### src/rtl/ps2_key_decoder_if.sv
// Bundles the scan-code input and the event FIFO / held-key outputs of ps2_key_decoder.
// master = PS2 source plus processor/VGA side; slave = decoder.
interface ps2_key_decoder_if #(
  parameter int PTR_W = 3
);
  logic [7:0]     key_data;
  logic           key_valid;
  logic [4:0]     held_keys;
  logic           ev_valid;
  logic [7:0]     ev_data;
  logic           ev_read;
  logic [PTR_W:0] ev_count;
  logic           ev_overflow;
  logic           clr_overflow;

  modport master (
    output key_data, key_valid, ev_read, clr_overflow,
    input  held_keys, ev_valid, ev_data, ev_count, ev_overflow
  );

  modport slave (
    input  key_data, key_valid, ev_read, clr_overflow,
    output held_keys, ev_valid, ev_data, ev_count, ev_overflow
  );
endinterface

### src/rtl/ps2_key_decoder.sv
// PS/2 scan-code decoder: E0/F0 prefix FSM, held-key vector for arrows and space,
// and a show-ahead press/release event FIFO with sticky overflow.
module ps2_key_decoder #(
  parameter int FIFO_DEPTH = 8,
  parameter int PTR_W      = 3
) (
  input logic            clock,
  input logic            resetn,
  ps2_key_decoder_if.slave bus
);

  localparam logic [PTR_W:0] L_DEPTH = (PTR_W + 1)'(FIFO_DEPTH);

  typedef enum logic [1:0] {
    ST_IDLE    = 2'd0,
    ST_EXT     = 2'd1,
    ST_BRK     = 2'd2,
    ST_EXT_BRK = 2'd3
  } state_t;

  // Returns {mapped, key_id}; unmapped codes return 4'h0.
  function automatic logic [3:0] map_key(input logic ext, input logic [7:0] code);
    logic [3:0] m;
    m = 4'h0;
    if (ext) begin
      case (code)
        8'h75:   m = 4'b1_000;
        8'h72:   m = 4'b1_001;
        8'h6B:   m = 4'b1_010;
        8'h74:   m = 4'b1_011;
        default: m = 4'h0;
      endcase
    end else begin
      case (code)
        8'h29:   m = 4'b1_100;
        default: m = 4'h0;
      endcase
    end
    return m;
  endfunction

  state_t           r_state;
  state_t           w_state_nxt;
  logic             w_dec_en;
  logic             w_dec_ext;
  logic             w_dec_brk;
  logic [3:0]       w_map;
  logic [2:0]       w_id;
  logic             w_push;
  logic             w_pop;
  logic             w_push_ok;
  logic             w_drop;
  logic [4:0]       w_held_nxt;
  logic [PTR_W:0]   w_count_nxt;
  logic [7:0]       w_event;

  logic [4:0]       r_held;
  logic [7:0]       r_mem [FIFO_DEPTH];
  logic [PTR_W-1:0] r_wr_ptr;
  logic [PTR_W-1:0] r_rd_ptr;
  logic [PTR_W:0]   r_count;
  logic             r_ev_valid;
  logic             r_overflow;

  // Prefix state register.
  always_ff @(posedge clock or negedge resetn) begin
    if (!resetn) begin
      r_state <= ST_IDLE;
    end else begin
      r_state <= w_state_nxt;
    end
  end

  // Prefix next-state and decode strobes.
  always_comb begin
    w_state_nxt = r_state;
    w_dec_en    = 1'b0;
    w_dec_ext   = 1'b0;
    w_dec_brk   = 1'b0;
    if (bus.key_valid) begin
      case (r_state)
        ST_IDLE: begin
          if (bus.key_data == 8'hE0) begin
            w_state_nxt = ST_EXT;
          end else if (bus.key_data == 8'hF0) begin
            w_state_nxt = ST_BRK;
          end else begin
            w_dec_en    = 1'b1;
            w_state_nxt = ST_IDLE;
          end
        end
        ST_EXT: begin
          if (bus.key_data == 8'hF0) begin
            w_state_nxt = ST_EXT_BRK;
          end else if (bus.key_data == 8'hE0) begin
            w_state_nxt = ST_EXT;
          end else begin
            w_dec_en    = 1'b1;
            w_dec_ext   = 1'b1;
            w_state_nxt = ST_IDLE;
          end
        end
        ST_BRK: begin
          w_dec_en    = 1'b1;
          w_dec_brk   = 1'b1;
          w_state_nxt = ST_IDLE;
        end
        ST_EXT_BRK: begin
          w_dec_en    = 1'b1;
          w_dec_ext   = 1'b1;
          w_dec_brk   = 1'b1;
          w_state_nxt = ST_IDLE;
        end
        default: begin
          w_state_nxt = ST_IDLE;
        end
      endcase
    end else begin
      w_state_nxt = r_state;
    end
  end

  // Key lookup, held-key update and FIFO push/pop arbitration.
  always_comb begin
    w_map      = map_key(w_dec_ext, bus.key_data);
    w_id       = w_map[2:0];
    w_push     = 1'b0;
    w_held_nxt = r_held;
    // Typematic repeats and stray breaks leave the held bit as-is and emit nothing.
    if (w_dec_en && w_map[3] && (r_held[w_id] == w_dec_brk)) begin
      w_push             = 1'b1;
      w_held_nxt[w_id]   = ~w_dec_brk;
    end else begin
      w_push             = 1'b0;
    end
    w_event   = {w_dec_brk, 4'b0000, w_id};
    w_pop     = bus.ev_read && (r_count != {(PTR_W + 1){1'b0}});
    w_push_ok = w_push && ((r_count != L_DEPTH) || w_pop);
    w_drop    = w_push && !w_push_ok;
    case ({w_push_ok, w_pop})
      2'b10:   w_count_nxt = r_count + {{PTR_W{1'b0}}, 1'b1};
      2'b01:   w_count_nxt = r_count - {{PTR_W{1'b0}}, 1'b1};
      default: w_count_nxt = r_count;
    endcase
  end

  // Held keys, FIFO storage, pointers, count and overflow flag.
  always_ff @(posedge clock or negedge resetn) begin
    if (!resetn) begin
      r_held     <= 5'b00000;
      r_wr_ptr   <= {PTR_W{1'b0}};
      r_rd_ptr   <= {PTR_W{1'b0}};
      r_count    <= {(PTR_W + 1){1'b0}};
      r_ev_valid <= 1'b0;
      r_overflow <= 1'b0;
      for (int i = 0; i < FIFO_DEPTH; i++) begin
        r_mem[i] <= 8'h00;
      end
    end else begin
      r_held     <= w_held_nxt;
      r_count    <= w_count_nxt;
      r_ev_valid <= (w_count_nxt != {(PTR_W + 1){1'b0}});
      if (w_push_ok) begin
        r_mem[r_wr_ptr] <= w_event;
        r_wr_ptr        <= r_wr_ptr + {{(PTR_W - 1){1'b0}}, 1'b1};
      end
      if (w_pop) begin
        r_rd_ptr <= r_rd_ptr + {{(PTR_W - 1){1'b0}}, 1'b1};
      end
      // A drop in the same cycle as a clear keeps the flag set.
      if (w_drop) begin
        r_overflow <= 1'b1;
      end else if (bus.clr_overflow) begin
        r_overflow <= 1'b0;
      end
    end
  end

  assign bus.held_keys   = r_held;
  assign bus.ev_valid    = r_ev_valid;
  assign bus.ev_count    = r_count;
  assign bus.ev_overflow = r_overflow;
  assign bus.ev_data     = r_ev_valid ? r_mem[r_rd_ptr] : 8'h00;

endmodule

### src/flat_wrapper.sv
// flat-port wrapper written by rule: the top's interface ports become plain ports
module ps2_key_decoder_flat 
#(
  parameter int FIFO_DEPTH = 8,
  parameter int PTR_W      = 3
)
  (clock, resetn, bus_key_data, bus_key_valid, bus_ev_read, bus_clr_overflow, bus_held_keys, bus_ev_valid, bus_ev_data, bus_ev_count, bus_ev_overflow);
  ps2_key_decoder_if #(.PTR_W(PTR_W)) bus_i ();
  input logic clock;
  input logic resetn;
  input wire logic [$bits(bus_i.key_data)-1:0] bus_key_data;
  input wire logic [$bits(bus_i.key_valid)-1:0] bus_key_valid;
  input wire logic [$bits(bus_i.ev_read)-1:0] bus_ev_read;
  input wire logic [$bits(bus_i.clr_overflow)-1:0] bus_clr_overflow;
  output wire logic [$bits(bus_i.held_keys)-1:0] bus_held_keys;
  output wire logic [$bits(bus_i.ev_valid)-1:0] bus_ev_valid;
  output wire logic [$bits(bus_i.ev_data)-1:0] bus_ev_data;
  output wire logic [$bits(bus_i.ev_count)-1:0] bus_ev_count;
  output wire logic [$bits(bus_i.ev_overflow)-1:0] bus_ev_overflow;
  assign bus_i.key_data = bus_key_data;
  assign bus_i.key_valid = bus_key_valid;
  assign bus_i.ev_read = bus_ev_read;
  assign bus_i.clr_overflow = bus_clr_overflow;
  assign bus_held_keys = bus_i.held_keys;
  assign bus_ev_valid = bus_i.ev_valid;
  assign bus_ev_data = bus_i.ev_data;
  assign bus_ev_count = bus_i.ev_count;
  assign bus_ev_overflow = bus_i.ev_overflow;
  ps2_key_decoder #(.FIFO_DEPTH(FIFO_DEPTH), .PTR_W(PTR_W)) u_core (.clock(clock), .resetn(resetn), .bus(bus_i));
endmodule
### config.mk
export PLATFORM = sky130hd
export DESIGN_NAME = ps2_key_decoder_flat
export DESIGN_NICKNAME = d
export VERILOG_FILES = /design/src/rtl/ps2_key_decoder_if.sv /design/src/rtl/ps2_key_decoder.sv /design/src/flat_wrapper.sv
export SDC_FILE = /design/constraint.sdc
export NUM_CORES = 1
export LEC_CHECK = 0
export ABC_AREA = 1
export CORE_MARGIN = 2
export CORE_UTILIZATION = 40
export CTS_CLUSTER_DIAMETER = 100
export DETAILED_ROUTE_END_ITERATION = 8
export GPL_TIMING_DRIVEN = 0
export HOLD_SLACK_MARGIN = 0.15
export PLACE_DENSITY_LB_ADDON = 0.25
export SYNTH_ARGS = -nofsm -noshare
export SYNTH_HDL_FRONTEND = slang
export SYNTH_SLANG_ARGS = --single-unit
### constraint.sdc
create_clock -name clock -period 8.45 [get_ports clock]
set_input_delay 2.1125 -clock clock [delete_from_list [all_inputs] [get_ports clock]]
set_output_delay 2.1125 -clock clock [all_outputs]
set_load 0.005 [all_outputs]
# After elaboration in Yosys (flattened, before gate mapping)
# Cells that the tools add are included.
# W data, S select, Z words.
word_totals:
  ram_bits: 0
  elab_cells: 89
  out_inout_bits: 19
  mem_bits_ro: 0
  latch_bits: 0
  in_bits: 13
  reg_bits: 83
  n_memories: 0
classes:
  addsub: 4
  n_mul: 0
  n_reduce_logical: 14
  n_eq_ne: 14
  muxes: 34
  shifts: 0
  bitwise: 3
  div: 0
  order_cmp: 5
ops:
  columns: ["op", "count"]
  rows:
  - ["$bwmux W64", 1]
  - ["$eq A8 B7 Y1 const B", 4]
  - ["$mux W8", 4]
  - ["$bmux W8 S3", 1]
  - ["$demux W8 S3", 1]
  - ["$eq A8 B8 Y1 const B", 2]
  - ["$pmux W4 S4", 1]
  - ["$mux W1", 14]
  - ["$eq A8 B6 Y1 const B", 1]
  - ["$ge A4 B4 Y1 const B", 2]
  - ["$mux W4", 2]
  - ["$not A3 Y4", 2]
  - ["$pmux W4 S2", 1]
  - ["$reduce_bool A4 Y1", 2]
  - ["$logic_and A1 B1 Y1", 7]
  - ["$add A3 B1 Y3 const B", 2]
  - ["$eq A2 B2 Y1 const B", 3]
  - ["$mux W2", 3]
  - ["$pmux W2 S3", 1]
  - ["$bwmux W5", 1]
  - ["$add A4 B1 Y4 const B", 1]
  - ["$eq A2 B1 Y1 const B", 2]
  - ["$lt A3 B4 Y1 const B", 1]
  - ["$lt A4 B1 Y1 const B", 1]
  - ["14 further kinds", 14]

# Depth between registers and ports, before layout
logic_depth:
  depth_word: 15
  mapped_depth: 24
  mapped_depth_nobuf: 23

# Worst setup path after synthesis
# OpenSTA, ideal clock, no wires.
synth_path:
  path_kind: "input-to-reg"
  startpoint: "input bus_key_data[1]"
  endpoint: "register u_core.r_ev_valid, in the netlist u_core.bus.ev_valid"
  path_slack_ps: 3426
  arrival_time_ps: 4886
  n_path_buf: 1
  t_required_ps: 8311
  setup_ps: 139
  cell_stages: 22
  path_cell_list: "inv_2 > nand2_2 > nor2_2 > nand2_1 > nand2_1 > nand2_2 > nand3_4 > nand2_4 > nand2_4 > nand2_1 > o21ai_4 > nand2_2 > nor2_4 > buf_6 > nand2_1 > ha_1 > xor2_1 > ha_1 > a21oi_1 > xnor2_1 > o21ai_0 > or4_1"
synth_via:
  elab_chain_len: 15
  word_cells_on_any_way: 29
  cone_classes: "eq/ne: 10; mux: 15; reduce/logical: 4"
synth_lines:
  columns: ["element", "line_no", "rtl"]
  rows:
  - ["start: declaration", "flat_wrapper.sv:11", "input wire logic [$bits(bus_i.key_data)-1:0] bus_key_data;"]
  - ["$eq A8 B8 Y1", "ps2_key_decoder.sv:83, ps2_key_decoder.sv:95", null]
  - ["$mux W1", "ps2_key_decoder.sv:95", "end else if (bus.key_data == 8'hE0) begin"]
  - ["$mux W1", "ps2_key_decoder.sv:93", "if (bus.key_data == 8'hF0) begin"]
  - ["$pmux W1 S2", "ps2_key_decoder.sv:81", "case (r_state)"]
  - ["$mux W1", "ps2_key_decoder.sv:80", "if (bus.key_valid) begin"]
  - ["$mux W4", "ps2_key_decoder.sv:25", "if (ext) begin"]
  - ["$bmux W1 S3", "ps2_key_decoder.sv:130", "if (w_dec_en && w_map[3] && (r_held[w_id] == w_dec_brk)) begin"]
  - ["$mux W1 (implied by the code)", "ps2_key_decoder.sv:130", null]
  - ["$eq A1 B1 Y1", "ps2_key_decoder.sv:130", null]
  - ["$logic_and A1 B1 Y1 (*)", "ps2_key_decoder.sv:130", null]
  - ["$mux W1 (*)", "ps2_key_decoder.sv:130", null]
  - ["$logic_and A1 B1 Y1 (*)", "ps2_key_decoder.sv:138", "w_push_ok = w_push && ((r_count != L_DEPTH) || w_pop);"]
  - ["$eq A2 B1 Y1 / $eq A2 B2 Y1 (equally long branches)", "ps2_key_decoder.sv:140", "case ({w_push_ok, w_pop})"]
  - ["$pmux W4 S2 (*)", "ps2_key_decoder.sv:140", null]
  - ["net u_core.w_count_nxt[2]", "ps2_key_decoder.sv:54", "logic [PTR_W:0] w_count_nxt;"]
  - ["$reduce_bool A4 Y1 (*)", "ps2_key_decoder.sv:162", "r_ev_valid <= (w_count_nxt != {(PTR_W + 1){1'b0}});"]
  - ["end signal: assignment", "ps2_key_decoder.sv:162", null]
  - ["end: declaration", "ps2_key_decoder.sv:62", "logic r_ev_valid;"]
# Mark *: on every way through the listed nets, which the timed path passes. The rest lies on a longest branch. The select of a mux whose other input is x is not followed.
# A chain may end at the register's enable or synchronous reset.

# Final worst setup path
layout_path:
  startpoint: "input bus_key_data[6]"
  endpoint: "register u_core.r_ev_valid, in the netlist u_core.bus.ev_valid"
# The elaborated chain is that of the path after synthesis.

==> impl.org <==
** STA
- Setup violators final :: 0
- The final-report max-slew violation count is 0.
- Across the routed clock network, the largest skew measured is around 0.0064 ns.
- Crit path time final :: ~5.6 ns
- Setup repair after global routing left no endpoint under its margin.
- Measured against its own limit, the worst slew margin works out to 0.480.
- Derived from the worst setup path, the maximum achievable clock frequency is approximately 180 MHz.
- Period utilization :: 0.659
- The count of endpoints failing hold in the final timing report came to 0.
- Slew at the pin with the worst max-slew slack :: between 0.7 and 0.8 ns
- Summed over all failing endpoints, the final setup total negative slack is 0 ns.

** Layout
- Final Instance Area :: 3550 um^2
- The multi-input combinational cells in the finished layout cover a total of approximately 1600 um^2.
- Share of layout cells above drive strength 1 :: 0.100
- P&R area growth vs syn :: 16.7%
- In the final layout, flip-flops and latches occupy 1280 um^2.
- The final layout contains around 460 nets.
- The number of antenna diodes in the final layout is 0.
- Layout Utilization :: 0.487
- The layout has roughly 740 filler cells.

** Setup path
- Top cell family by delay on the critical path :: simple AND/OR/NAND/NOR gates
- Kind of critical path :: in2reg
- WP buf/inv :: 4
- STA puts the critical path data arrival time at around 5.7 ns.
- FF-to-FF setup slack :: 5.02 ns
- Largest stage delay, worst path :: approximately 0.56 ns
- Element type at the critical path start :: input pin
- Cell at the slowest stage of the critical path :: or4_1
- Cell seen most often among critical-path stages :: nand2_1
- Counting cells, the worst reg-to-reg path comes to 17.
- CP max FO :: 10
- Traced cell by cell, the critical path runs through clkdlybuf4s50_1 -> inv_1 -> nor3_2 -> nand2_1 -> nand2_1 -> inv_2 -> nor2_1 -> nand3_1 -> nand2_1 -> nor2_4 -> nand3_2 -> nand2_2 -> nor2_4 -> buf_6 -> nand2_1 -> ha_1 -> xor2_1 -> ha_1 -> a21oi_1 -> xnor2_1 -> o21ai_0 -> or4_1.
- STA classifies the critical path endpoint as a flip-flop.
- Required time of the worst setup path :: between 8 and 9 ns
- Critical register-to-register path endpoint :: u_core.bus.ev_valid$_DFF_PN0_
- The startpoint identified for the worst register-to-register timing path is u_core.r_state[1]$_DFFE_PN0P_.

** Logic synthesis
- Synth Warn # :: 0
- The largest total area in the synthesized netlist belongs to dfrtp_1.
- The number of different library cells used by synthesis comes to 35.
- Of the synthesized area, sequential elements account for 0.419.
- After synthesis, the cell types taking the most area are dfrtp_1 (42%), nand2_1 (14%), nand4_1 (8.6%), nor2_1 (5.7%), o21ai_0 (4.4%).
- In the synthesized netlist, the number of instances is 399.
- Number of register bits inferred by synthesis :: 51
- Area share of the largest cell type after synthesis :: 0.419
- Post-synthesis average cell area :: approximately 7.6 um^2
- The synthesized netlist occupies a cell area of 3040 um^2.

** Drt
- After detailed routing, the number of vias per cell comes to about 5.2.
- DRC violations left :: 0
- The routed layout has ~2800 vias.
- Metal-1 WL :: between 3 and 4 mm
- Wire length reported by the detailed router :: around 7.6 mm
- In the final routed layout, each cell accounts on average for between 10 and 15 um.
- Once detail routing completed, the nets flagged for antenna violations numbered 0.
- After detailed routing, the met2 layer carries between 3 and 4 mm of wire.
- 1st-iter DRT viols :: slightly below 200
- First-pass detailed-route iteration total :: 4
- Wire length on met3 :: about 420 um
- The detailed router used layers up to and including met4.

** Clock tree
- The clock passes through at most 2 buffers.
- Total number of clock tree sinks :: 51
- The clock tree synthesis step divided the H-tree into 2 levels.
- Number of buffers added by the clock tree synthesis step :: 5
- TritonCTS clock tree :: yes
- Once the clock tree was built, the resizer swapped 0 gates to a different size.
- Post-CTS Setup Bufs :: 0
- Latest clock arrival within the worst-skew pair :: 0.31 ns
- CTS placed an instance of clkbuf_8 at the clock tree root.
- Clock-pin slew was measured on the worst setup and hold paths at ~0.090 ns.
- For this design, the CTS-stage hold fixing added 0 buffers.

** Outcome
- The flow ran to the end, and the final reports show no timing, DRC or antenna violations.

** Placed design
- Placed cell area :: between 3000 and 4000 um^2
- Count of input and output buffers :: 27
- Global placer's final weighted congestion :: roughly 0.89
- Detailed-placement wirelength estimate :: about 5.6 mm

** Floorplan
- Die outline area :: between 8000 and 9000 um^2
- The initial utilization of the core area, before any placement, comes to 0.417.
- Core ar. :: about 7300 um^2
- Die outline height :: 91.2 um
- The die is just over 90 um wide.
- 32 I/O pins were placed.
- Site Rows :: 31

** GRT
- Remaining global-route overflow :: 0
- Initial antenna violation count :: 0
- The via count of the first global-routing pass came to around 2700.
- Pin count of the biggest net entering global routing :: 34
- Across every metal layer, demand over resource in global routing totals 0.190.
- Global-route wire length before repair :: ~13 mm

** Run
- The tool flagged a number of max-cap violations equal to 0.

** Power
- In this run the static leakage power is between 1.5 and 2 nW.
- Worst vdd rail ir drop :: 0.127 mV
- In this run the power density over the cells is around 210 nW/um^2.

** Hold path
- Class of the worst hold path :: reg2reg
- Hold worst-path end :: u_core.r_mem[32]$_DFFE_PN0P_
- Critical hold path startpoint :: u_core.r_mem[32]$_DFFE_PN0P_
- The worst hold path passes through 2 cells.
flip-flops by register name, summed over array words and instances (netlist names):
signal                  flops
u_core.r_mem               32
u_core.bus.held_keys        5
u_core.bus.ev_count         4
u_core.r_rd_ptr             3
u_core.r_wr_ptr             3
u_core.r_state              2
u_core.bus.ev_overflow      1
u_core.bus.ev_valid         1
layout by cell type (no fill, tap or decap), drive strengths merged, types with 6 or more instances in the layout:
cell type,netlist,final
buf,8,10
clkbuf,9,16
nand4,42,42
o21ai,28,28
dfrtp,51,51
nand2,127,127
clkdlybuf4s50,0,26
nand3,16,16
nor3,6,6
nor2,50,50
clkinv,5,6
inv,25,25
final cells by class:
cell class              count  area share
multi-input cells         304       0.436
clock buffers               7      0.0215
inverters                  30      0.0331
well taps                  99      0.0349
clock inverters             1     0.00141
plain buffers              17      0.0310
flip-flops and latches     51       0.359
repair buffers             28      0.0824
worst min-delay path: cells and delay by family (launching register included):
kind | cells | cell delay [ns]
flip-flops | 1 | 0.35
AND/OR/NAND/NOR | 2 | 0.10
synthesized netlist by cell type:
| cell type | count |
|---|---|
| xnor2_1 | 3 |
| nand3b_1 | 1 |
| clkinv_4 | 1 |
| xor2_1 | 5 |
| buf_8 | 2 |
| nand3_4 | 2 |
| a21oi_2 | 1 |
| nor2_4 | 2 |
| nand3_2 | 2 |
| nor3_2 | 1 |
| buf_4 | 4 |
| nor2_2 | 2 |
| o21ai_0 | 27 |
| buf_6 | 1 |
| ha_1 | 5 |
| a21oi_1 | 4 |
| dfrtp_1 | 51 |
| nand2_2 | 9 |
| o22ai_1 | 5 |
| buf_2 | 1 |
| conb_1 | 1 |
| clkinv_1 | 4 |
| mux2i_1 | 1 |
| inv_1 | 20 |
| or4_1 | 1 |
| nand4_1 | 42 |
| nor2_1 | 46 |
| nand3_1 | 12 |
| o21ai_4 | 1 |
| nand2_1 | 116 |
| nand2_4 | 2 |
| clkbuf_1 | 9 |
| nor3_1 | 5 |
| a31oi_1 | 5 |
| inv_2 | 5 |
cell families after synthesis:
kind of cell	after synthesis	share of synthesized area
muxes	1	0.00329
buffers and inverters	47	0.0748
and+or+nand+nor	243	0.378
AOI/OAI and AO/OA	43	0.0798
adders and majority gates	5	0.0206
xor gates and xnor gates	8	0.0230
other	1	0.00123
DFF	51	0.419
metrics by stage:
step | hold slack [ns] | total power, mW | setup slack, ns | instances
after floorplan | 0.444 | 0.468 | 3.43 | 402
after global placement | 0.464 | 0.587 | 2.63 | 528
after detailed placement | 0.464 | 0.594 | 2.57 | 529
after CTS | 0.488 | 0.734 | 2.89 | 537
after global routing | 0.498 | 0.782 | 2.52 | 537
final | 0.485 | 0.730 | 2.88 | 537
worst max path at each step:
stage                    start  cells past startpoint  slack, ns                            end
5_1_grt        bus_key_data[5]                     22       2.52  u_core.bus.ev_valid$_DFF_PN0_
6_report       bus_key_data[6]                     22       2.88  u_core.bus.ev_valid$_DFF_PN0_
2_1_floorplan  bus_key_data[1]                     22       3.43  u_core.bus.ev_valid$_DFF_PN0_
4_1_cts        bus_key_data[0]                     23       2.89  u_core.bus.ev_valid$_DFF_PN0_
3_5_place_dp   bus_key_data[0]                     23       2.57  u_core.bus.ev_valid$_DFF_PN0_
3_3_place_gp   bus_key_data[6]                     22       2.63  u_core.bus.ev_valid$_DFF_PN0_
layer usage:
metal  GRT usage  vias up
li1            -     1406
met1       0.269     1309
met2       0.301       74
met3      0.0274       17
met4      0.0606        0
met5           0        -
where the power goes:
group / total, mW / internal [mW] / switching, mW
Sequential: 0.287 / 0.266 / 0.0214
Clock: 0.140 / 0.0584 / 0.0817
Combinational: 0.302 / 0.137 / 0.165
(Power assumes the default switching activity.)
